--- config.mk ---
export PLATFORM = sky130hd
export DESIGN_NAME = mac_operand_feeder
export DESIGN_NICKNAME = d
export VERILOG_FILES = /design/src/rtl/mac_operand_feeder.sv
export SDC_FILE = /design/constraint.sdc
export NUM_CORES = 1
export LEC_CHECK = 0
export ABC_AREA = 1
export CAP_MARGIN = 10
export CORE_UTILIZATION = 40
export CTS_CLUSTER_DIAMETER = 150
export CTS_CLUSTER_SIZE = 10
export DETAILED_ROUTE_END_ITERATION = 12
export GPL_ROUTABILITY_DRIVEN = 0
export PLACE_DENSITY_LB_ADDON = 0.1
export REMOVE_ABC_BUFFERS = 1
export SLEW_MARGIN = 20
export SYNTH_ARGS = -nofsm -noshare
export SYNTH_HDL_FRONTEND = slang
export SYNTH_SLANG_ARGS = --single-unit
--- constraint.sdc ---
create_clock -name clk -period 33.3 [get_ports clk]
set_input_delay 3.33 -clock clk [delete_from_list [all_inputs] [get_ports clk]]
set_output_delay 3.33 -clock clk [all_outputs]
set_load 0.005 [all_outputs]
--- src/rtl/mac_operand_feeder.sv ---
// FIR operand sequencer: coefficient bank plus sample delay line; each accepted sample is
// streamed as TAPS (signal, coeff) pairs with LD strobes. Optional macro: SKIP_ZERO_COEFF_EN.
module mac_operand_feeder #(
  parameter int unsigned DATA_WIDTH = 32,
  parameter int unsigned TAPS       = 8,
  parameter int unsigned ADDR_W     = 3
) (
  input  logic                  clk,
  input  logic                  rst,
  input  logic                  coeff_wr_en,
  input  logic [ADDR_W-1:0]     coeff_wr_addr,
  input  logic [DATA_WIDTH-1:0] coeff_wr_data,
  output logic                  coeff_wr_err,
  input  logic                  flush,
  input  logic                  sample_valid,
  input  logic [DATA_WIDTH-1:0] sample_data,
  output logic                  sample_ready,
  output logic [DATA_WIDTH-1:0] signal,
  output logic [DATA_WIDTH-1:0] coeff,
  output logic                  LD_signal,
  output logic                  LD_coeff,
  output logic [ADDR_W-1:0]     tap_idx,
  output logic                  frame_start,
  output logic                  frame_done,
  output logic                  busy
);
  localparam int unsigned CNT_W = ADDR_W + 1;
  localparam logic [CNT_W-1:0] TAPS_C = CNT_W'(TAPS);
  localparam logic [CNT_W-1:0] LAST_C = CNT_W'(TAPS - 1);

  typedef enum logic {IDLE, ISSUE} state_t;

  state_t                state, state_n;
  logic [CNT_W-1:0]      cnt, cnt_n;
  logic [DATA_WIDTH-1:0] line [TAPS];
  logic [DATA_WIDTH-1:0] bank [TAPS];

  logic                  accept, wr_ok;
  logic [ADDR_W-1:0]     tap_sel, idx_n;
  logic [DATA_WIDTH-1:0] sig_n, coef_n;
  logic                  ld_n, start_n, done_n, busy_n, err_n;

  assign sample_ready = (state == IDLE);
  assign accept       = sample_valid && sample_ready;
  assign wr_ok        = coeff_wr_en && (state == IDLE) && ({1'b0, coeff_wr_addr} < TAPS_C);
  assign tap_sel      = cnt[ADDR_W-1:0];

  // Tap 0 is launched on the accept edge; cnt then names the next tap to present.
  always_comb begin
    state_n = state;
    cnt_n   = cnt;
    sig_n   = '0;
    coef_n  = '0;
    idx_n   = '0;
    ld_n    = 1'b0;
    start_n = 1'b0;
    done_n  = 1'b0;
    busy_n  = 1'b0;
    err_n   = coeff_wr_en && !wr_ok;
    case (state)
      IDLE: begin
        if (accept) begin
          state_n = ISSUE;
          cnt_n   = CNT_W'(1);
          sig_n   = sample_data;
          coef_n  = (wr_ok && coeff_wr_addr == '0) ? coeff_wr_data : bank[0];
          ld_n    = 1'b1;
          start_n = 1'b1;
          busy_n  = 1'b1;
        end
      end
      ISSUE: begin
        if (cnt == TAPS_C) begin
          state_n = IDLE;
          cnt_n   = '0;
        end else begin
          cnt_n  = cnt + CNT_W'(1);
          sig_n  = line[tap_sel];
          coef_n = bank[tap_sel];
          idx_n  = tap_sel;
          ld_n   = 1'b1;
          done_n = (cnt == LAST_C);
          busy_n = 1'b1;
        end
      end
    endcase
`ifdef SKIP_ZERO_COEFF_EN
    if (coef_n[30:0] == 31'd0) ld_n = 1'b0;
`endif
  end

  always_ff @(posedge clk or posedge rst) begin
    if (rst) begin
      state        <= IDLE;
      cnt          <= '0;
      signal       <= '0;
      coeff        <= '0;
      tap_idx      <= '0;
      LD_signal    <= 1'b0;
      LD_coeff     <= 1'b0;
      frame_start  <= 1'b0;
      frame_done   <= 1'b0;
      busy         <= 1'b0;
      coeff_wr_err <= 1'b0;
    end else begin
      state        <= state_n;
      cnt          <= cnt_n;
      signal       <= sig_n;
      coeff        <= coef_n;
      tap_idx      <= idx_n;
      LD_signal    <= ld_n;
      LD_coeff     <= ld_n;
      frame_start  <= start_n;
      frame_done   <= done_n;
      busy         <= busy_n;
      coeff_wr_err <= err_n;
    end
  end

  always_ff @(posedge clk or posedge rst) begin
    if (rst) begin
      for (int k = 0; k < int'(TAPS); k++) bank[k] <= '0;
    end else if (wr_ok) begin
      bank[coeff_wr_addr] <= coeff_wr_data;
    end
  end

  // Delay line moves only in IDLE; flush clears before the new sample lands.
  always_ff @(posedge clk or posedge rst) begin
    if (rst) begin
      for (int k = 0; k < int'(TAPS); k++) line[k] <= '0;
    end else if (state == IDLE) begin
      if (accept) begin
        for (int k = 1; k < int'(TAPS); k++) line[k] <= flush ? '0 : line[k-1];
        line[0] <= sample_data;
      end else if (flush) begin
        for (int k = 0; k < int'(TAPS); k++) line[k] <= '0;
      end
    end
  end
endmodule

==> reports/metrics.cfg, run 1 <==
[run_status]
status = complete, no violations

[detailed_routing]
avgViaCountPerCell = 5.16
wl_um = 71300
ant_nets = 0
routedWlPerCell_um = 17.0
first_iter_violations = 1545
firstDrtPassIters = 5
drc = 0
vias = 21604

[place]
numPortBuffers = 145
placed_area_um2 = 28700
dpl.hpwl_um = 37300

[pwr]
power.internal_mw = 1.71
pwr-share-clk_pct = 23.4
p_per_area_nw_per_um2 = 90.5
combPwrFrac_pct = 38.6
switching_share_pct = 38.2
p_sw_mw = 1.06
peakVddDrop_mv = 0.0693
pwr-share-seq_pct = 38.0
p_leak_nw = 14.9

[logic_synthesis]
netlist_area_um2 = 26900
yosys.cell_types.count = 27
synthCells = 3292
ys_seq_area_share_pct = 54.5
netlist_top_cells_area = dfrtp_1 (55%), nand2_1 (13%), nand3_1 (8.4%)
yosys_register_bits = 587
yosys.area.top_type = dfrtp_1
ys.flop_type = dfrtp_1
synth_edf_count = 0
synth.avg_cell_area_um2 = 8.18
synth.top_cell.area_share_pct = 54.5
yosys_warnings = 0
synthArstFlopShare_pct = 100

[cells_and_area]
utilization_pct = 46.2
multi_input_area_um2 = 9250
area_growth_pct = 13.4
layout_commonest_cell = nand2_1
layout.nets = 3387
register_area_um2 = 14700
fillCellCount = 6442
final_area_um2 = 30600
drive_gt1_share_pct = 5.55
mostFrequentLayoutCells = nand2_1 (902), dfrtp_1 (584), inv_1 (520), nand3_1 (450), o22ai_1 (225)

[job]
maxCapViolCount = 0

[die]
start_util_pct = 40.7
die_h_um = 262
die_area_um2 = 68400
core_area_um2 = 66200
num_rows = 94
io_pins = 146
die_w_um = 262

[clock_tree]
htree_levels = 3
clk-insertion-delay-late_ns = 0.60
cts_inserted_buffers = 68
postCtsHoldBufs = 0
cts_tree = done
post_cts_resized = 0
clock_path_buffers = 3
clk_pin_slew_worst_paths_ns = 0.05
cts_setup_buffers = 0
clock_sinks = 587
cts-root-buf = clkbuf_16

[global_route]
antenna_found_initial = 1
grt_pass1_wl_um = 117000
grt_usage_pct = 21.4
grt_max_degree = 229
grt_pass1_vias = 21609
grt_overflow = 0

[hold_path]
holdPathEnd = bank[102]
min_path_cells = 2
hold_start = bank[102]
holdCritPathClass = register to register

[worst_setup_path]
cp_max_fo = 39
r2r_start = cnt[0]
rrSetupSlack_ns = 29.34
reg2regPathDepth = 8
criticalPathCategory = input pin to register
worstSetupEndpointType = register
crit_arrival_ns = 6.23
startpoint_type = input pin
critPathRequiredTime_ns = 33.76
r2r-end = signal[24]

[sta]
rsz0062_at_grt = no
drv_slew = 0
fin_crit_ns = 5.76
timing.fmax_mhz = 174
worst_pin_slew_ns = 1.13
worst_clock_skew_ns = 0.0144
fin_setup_tns_ns = 0
finalHoldViolCount = 0
finalSetupViolCount = 0
slew-limit-headroom_pct = 24.5
hold_ws_ns = 0.479
finalCritPeriodShare_pct = 17.3

## stage by stage
step	power [mW]	instances	setup WS, ns
final	2.77	4184	27.54
after global routing	2.99	4183	27.35
after CTS	2.80	4181	27.42
after detailed placement	2.14	4106	26.79
after global placement	2.12	4106	26.83
after floorplan	1.83	3068	13.54
## worst max-delay path, stage by stage
cell and delay (ns):
clkdlybuf4s50_1 0.56, nor2_1 0.25, nand2_2 0.44, buf_4 0.48, inv_2 0.80, nand2_1 0.10
nand3_1 0.11, nand2_1 0.09
## final cells by class
class	count	share of cell area, %
antenna	2	0.0164
timing repair buffer	175	5.65
tap	864	3.54
inverter	528	6.54
multi-input combinational	1953	30.3
clock inverter	2	0.0450
sequential	587	48.1
clock buffer	73	5.84
## flip-flops by register name, indices dropped and copies added, names as in the netlist, 3 cells and up
register and flops:
bank 256, tap_idx 3, cnt 4, line 256, signal 32, coeff 32
## worst max path at each step
stage | endpoint | cells past startpoint | start
6_report | coeff[17] | 8 | coeff_wr_addr[1]
5_1_grt | coeff[17] | 8 | coeff_wr_addr[2]
4_1_cts | line[108] | 4 | rst
3_5_place_dp | line[252] | 4 | rst
3_3_place_gp | line[156] | 4 | rst
2_1_floorplan | bank[0] | 1 | rst
## kinds of logic (layout without fill, tap and decap cells)
group	after synthesis	count (layout)	synth area share, %
xor+xnor	1	1	0.0325
flops	587	587	54.5
buf+inv	752	778	11.2
fa+ha+maj	2	2	0.0929
compound gates	524	524	11.9
simple gates	1426	1426	22.3
other cells	0	2	0
## synthesized netlist by cell type, drive strengths merged (2+ instances only)
| cell | instances |
|---|---|
| o22ai | 225 |
| nand3 | 454 |
| clkinv | 2 |
| buf | 121 |
| nor3 | 2 |
| o21ai | 266 |
| nand2 | 906 |
| ha | 2 |
| inv | 526 |
| clkbuf | 103 |
| nor2 | 62 |
| dfrtp | 587 |
| o21a | 32 |
## power by group through the flow
stage               clock [mW]  sequential, mW  combinational [mW]
floorplan                    0            1.08               0.751
global placement             0            1.06                1.06
detailed placement           0            1.07                1.07
CTS                      0.670            1.06                1.08
global route             0.696            1.08                1.22
finish                   0.648            1.05                1.07
## routing by layer
layer  wire length, µm  track usage (%)  part of all wire [%]  up-vias
met5                 0                0                     0        -
met2             34600             36.6                    49      527
met1             31400             27.8                    44    10488
met3              3240             2.89                   4.5      126
met4              2010             7.38                   2.8        0
li1                  -                -                     -    10463
Note: power is estimated with default switching activity, not from simulation.
==> inputs of run 2 (changes only) <==
==> constraint.sdc (replaced) <==
create_clock -name clk -period 5.15 [get_ports clk]
set_input_delay 0.515 -clock clk [delete_from_list [all_inputs] [get_ports clk]]
set_output_delay 0.515 -clock clk [all_outputs]
set_load 0.005 [all_outputs]
==> reports/metrics.cfg, run 2 (synthesized netlist as in run 1, its figures left out) <==
[sta]
hold_ws_ns = 0.460
rsz0062_at_grt = no
worst_clock_skew_ns = 0.0109
timing.fmax_mhz = 299
finalSetupViolCount = 0
finalHoldViolCount = 0
slew-limit-headroom_pct = 24.8
worst_pin_slew_ns = 1.13
fin_crit_ns = 3.34
finalCritPeriodShare_pct = 64.9
drv_slew = 0

[detailed_routing]
vias = 21611
ant_nets = 0
drc = 0
firstDrtPassIters = 5
avgViaCountPerCell = 5.16
first_iter_violations = 1760
wl_um = 71000
routedWlPerCell_um = 16.9

[cells_and_area]
register_area_um2 = 14700
mostFrequentLayoutCells = nand2_1 (902), dfrtp_1 (584), inv_1 (520), nand3_1 (450), o22ai_1 (225)
antenna_cells = 0
area_growth_pct = 13.9
fillCellCount = 6498
layout_commonest_cell = nand2_1
drive_gt1_share_pct = 5.75
reg.largest.list = bank: 256 flops, line: 256 flops
utilization_pct = 46.3
layout.nets = 3393
final_area_um2 = 30700
multi_input_area_um2 = 9250

[clock_tree]
postCtsHoldBufs = 0
clock_path_buffers = 3
cts_tree = done
cts_inserted_buffers = 68
cts-root-buf = clkbuf_16
htree_levels = 3
clk_pin_slew_worst_paths_ns = 0.05
clock_sinks = 587
cts_setup_buffers = 0
post_cts_resized = 0
clk-insertion-delay-late_ns = 0.59

[die]
core_area_um2 = 66200
io_pins = 146
num_rows = 94
die_w_um = 262
start_util_pct = 40.7
die_h_um = 262
die_area_um2 = 68400

[global_route]
antenna_found_initial = 1
grt_overflow = 0
grt_max_degree = 177
grt_pass1_vias = 21605
grt_usage_pct = 21.2
grt_pass1_wl_um = 116000

[worst_setup_path]
startpoint_type = register
critPathRequiredTime_ns = 5.67
criticalPathCategory = register to register
cp_max_fo = 51
worstSetupEndpointType = register
crit_arrival_ns = 3.86

[job]
maxCapViolCount = 0

[hold_path]
holdCritPathClass = input pin to async pin

[pwr]
peakVddDrop_mv = 0.421
p_per_area_nw_per_um2 = 586
p_leak_nw = 14.9
totalPowerFinal_mw = 18.0

[place]
dpl.hpwl_um = 38200
placed_area_um2 = 28800
numPortBuffers = 145

[run_status]
status = complete, no violations

==> run 2: cell types whose count changed in the layout (fill, tap and decap cells not counted), sizes merged <==
cell    before  now
buf         30   36
diode        2    0
clkbuf      73   74
inv        527  526
==> run 2: where the power goes <==
group	internal [mW]	switching (mW)	total (mW)
combinational	2.60	4.40	7.00
clock	2.48	1.76	4.24
sequential	6.06	0.677	6.74
total	11.1	6.84	18.0
==> run 2: layout make-up <==
| cell class | count | area share, % |
|---|---|---|
| Tap cell | 864 | 3.52 |
| Timing Repair Buffer | 181 | 5.90 |
| Multi-Input combinational cell | 1953 | 30.2 |
| Clock buffer | 74 | 5.97 |
| Inverter | 528 | 6.52 |
| Sequential cell | 587 | 47.9 |
| Clock inverter | 1 | 0.0163 |
==> run 2: path summary, 6_finish.rpt <==
path | slack [ns] | to | cells past startpoint | start
min in group clk | 0.48 | bank[124] | 2 | bank[124]
max | 1.81 | coeff[5] | 8 | cnt[0]
min | 0.46 | coeff[21] | 2 | rst
min reg2reg | 0.48 | bank[124] | 2 | bank[124]
max reg2reg | 1.81 | coeff[5] | 8 | cnt[0]
max in group asynchronous | 3.36 | cnt[1] | 4 | rst
==> run 2: through the flow <==
| step | cells | setup slack (ns) | TNS [ns] |
|---|---|---|---|
| after global placement | 4113 | 1.82 | 0 |
| after floorplan | 3068 | -11.79 | -8501.50 |
| final | 4188 | 1.81 | 0 |
| after CTS | 4188 | 1.78 | 0 |
| after detailed placement | 4113 | 1.76 | 0 |
| after global routing | 4188 | 1.55 | 0 |
==> run 2: critical path: stages (launching register included) <==
cell and delay (ns):
dfrtp_4 0.79, inv_6 0.31, ha_1 0.29, nand3_1 0.07
nand2_1 0.12, inv_2 0.86, buf_4 0.57, nand3_1 0.13
nand2_1 0.08
==> run 2: metal layers <==
layer  global-route usage (%)  share of wire (%)  wire [µm]
met4                     6.12                2.4       1680
met2                     35.9                 49      34500
met3                     3.50                4.9       3460
met1                     28.1                 44      31300
met5                        0              0.021         15
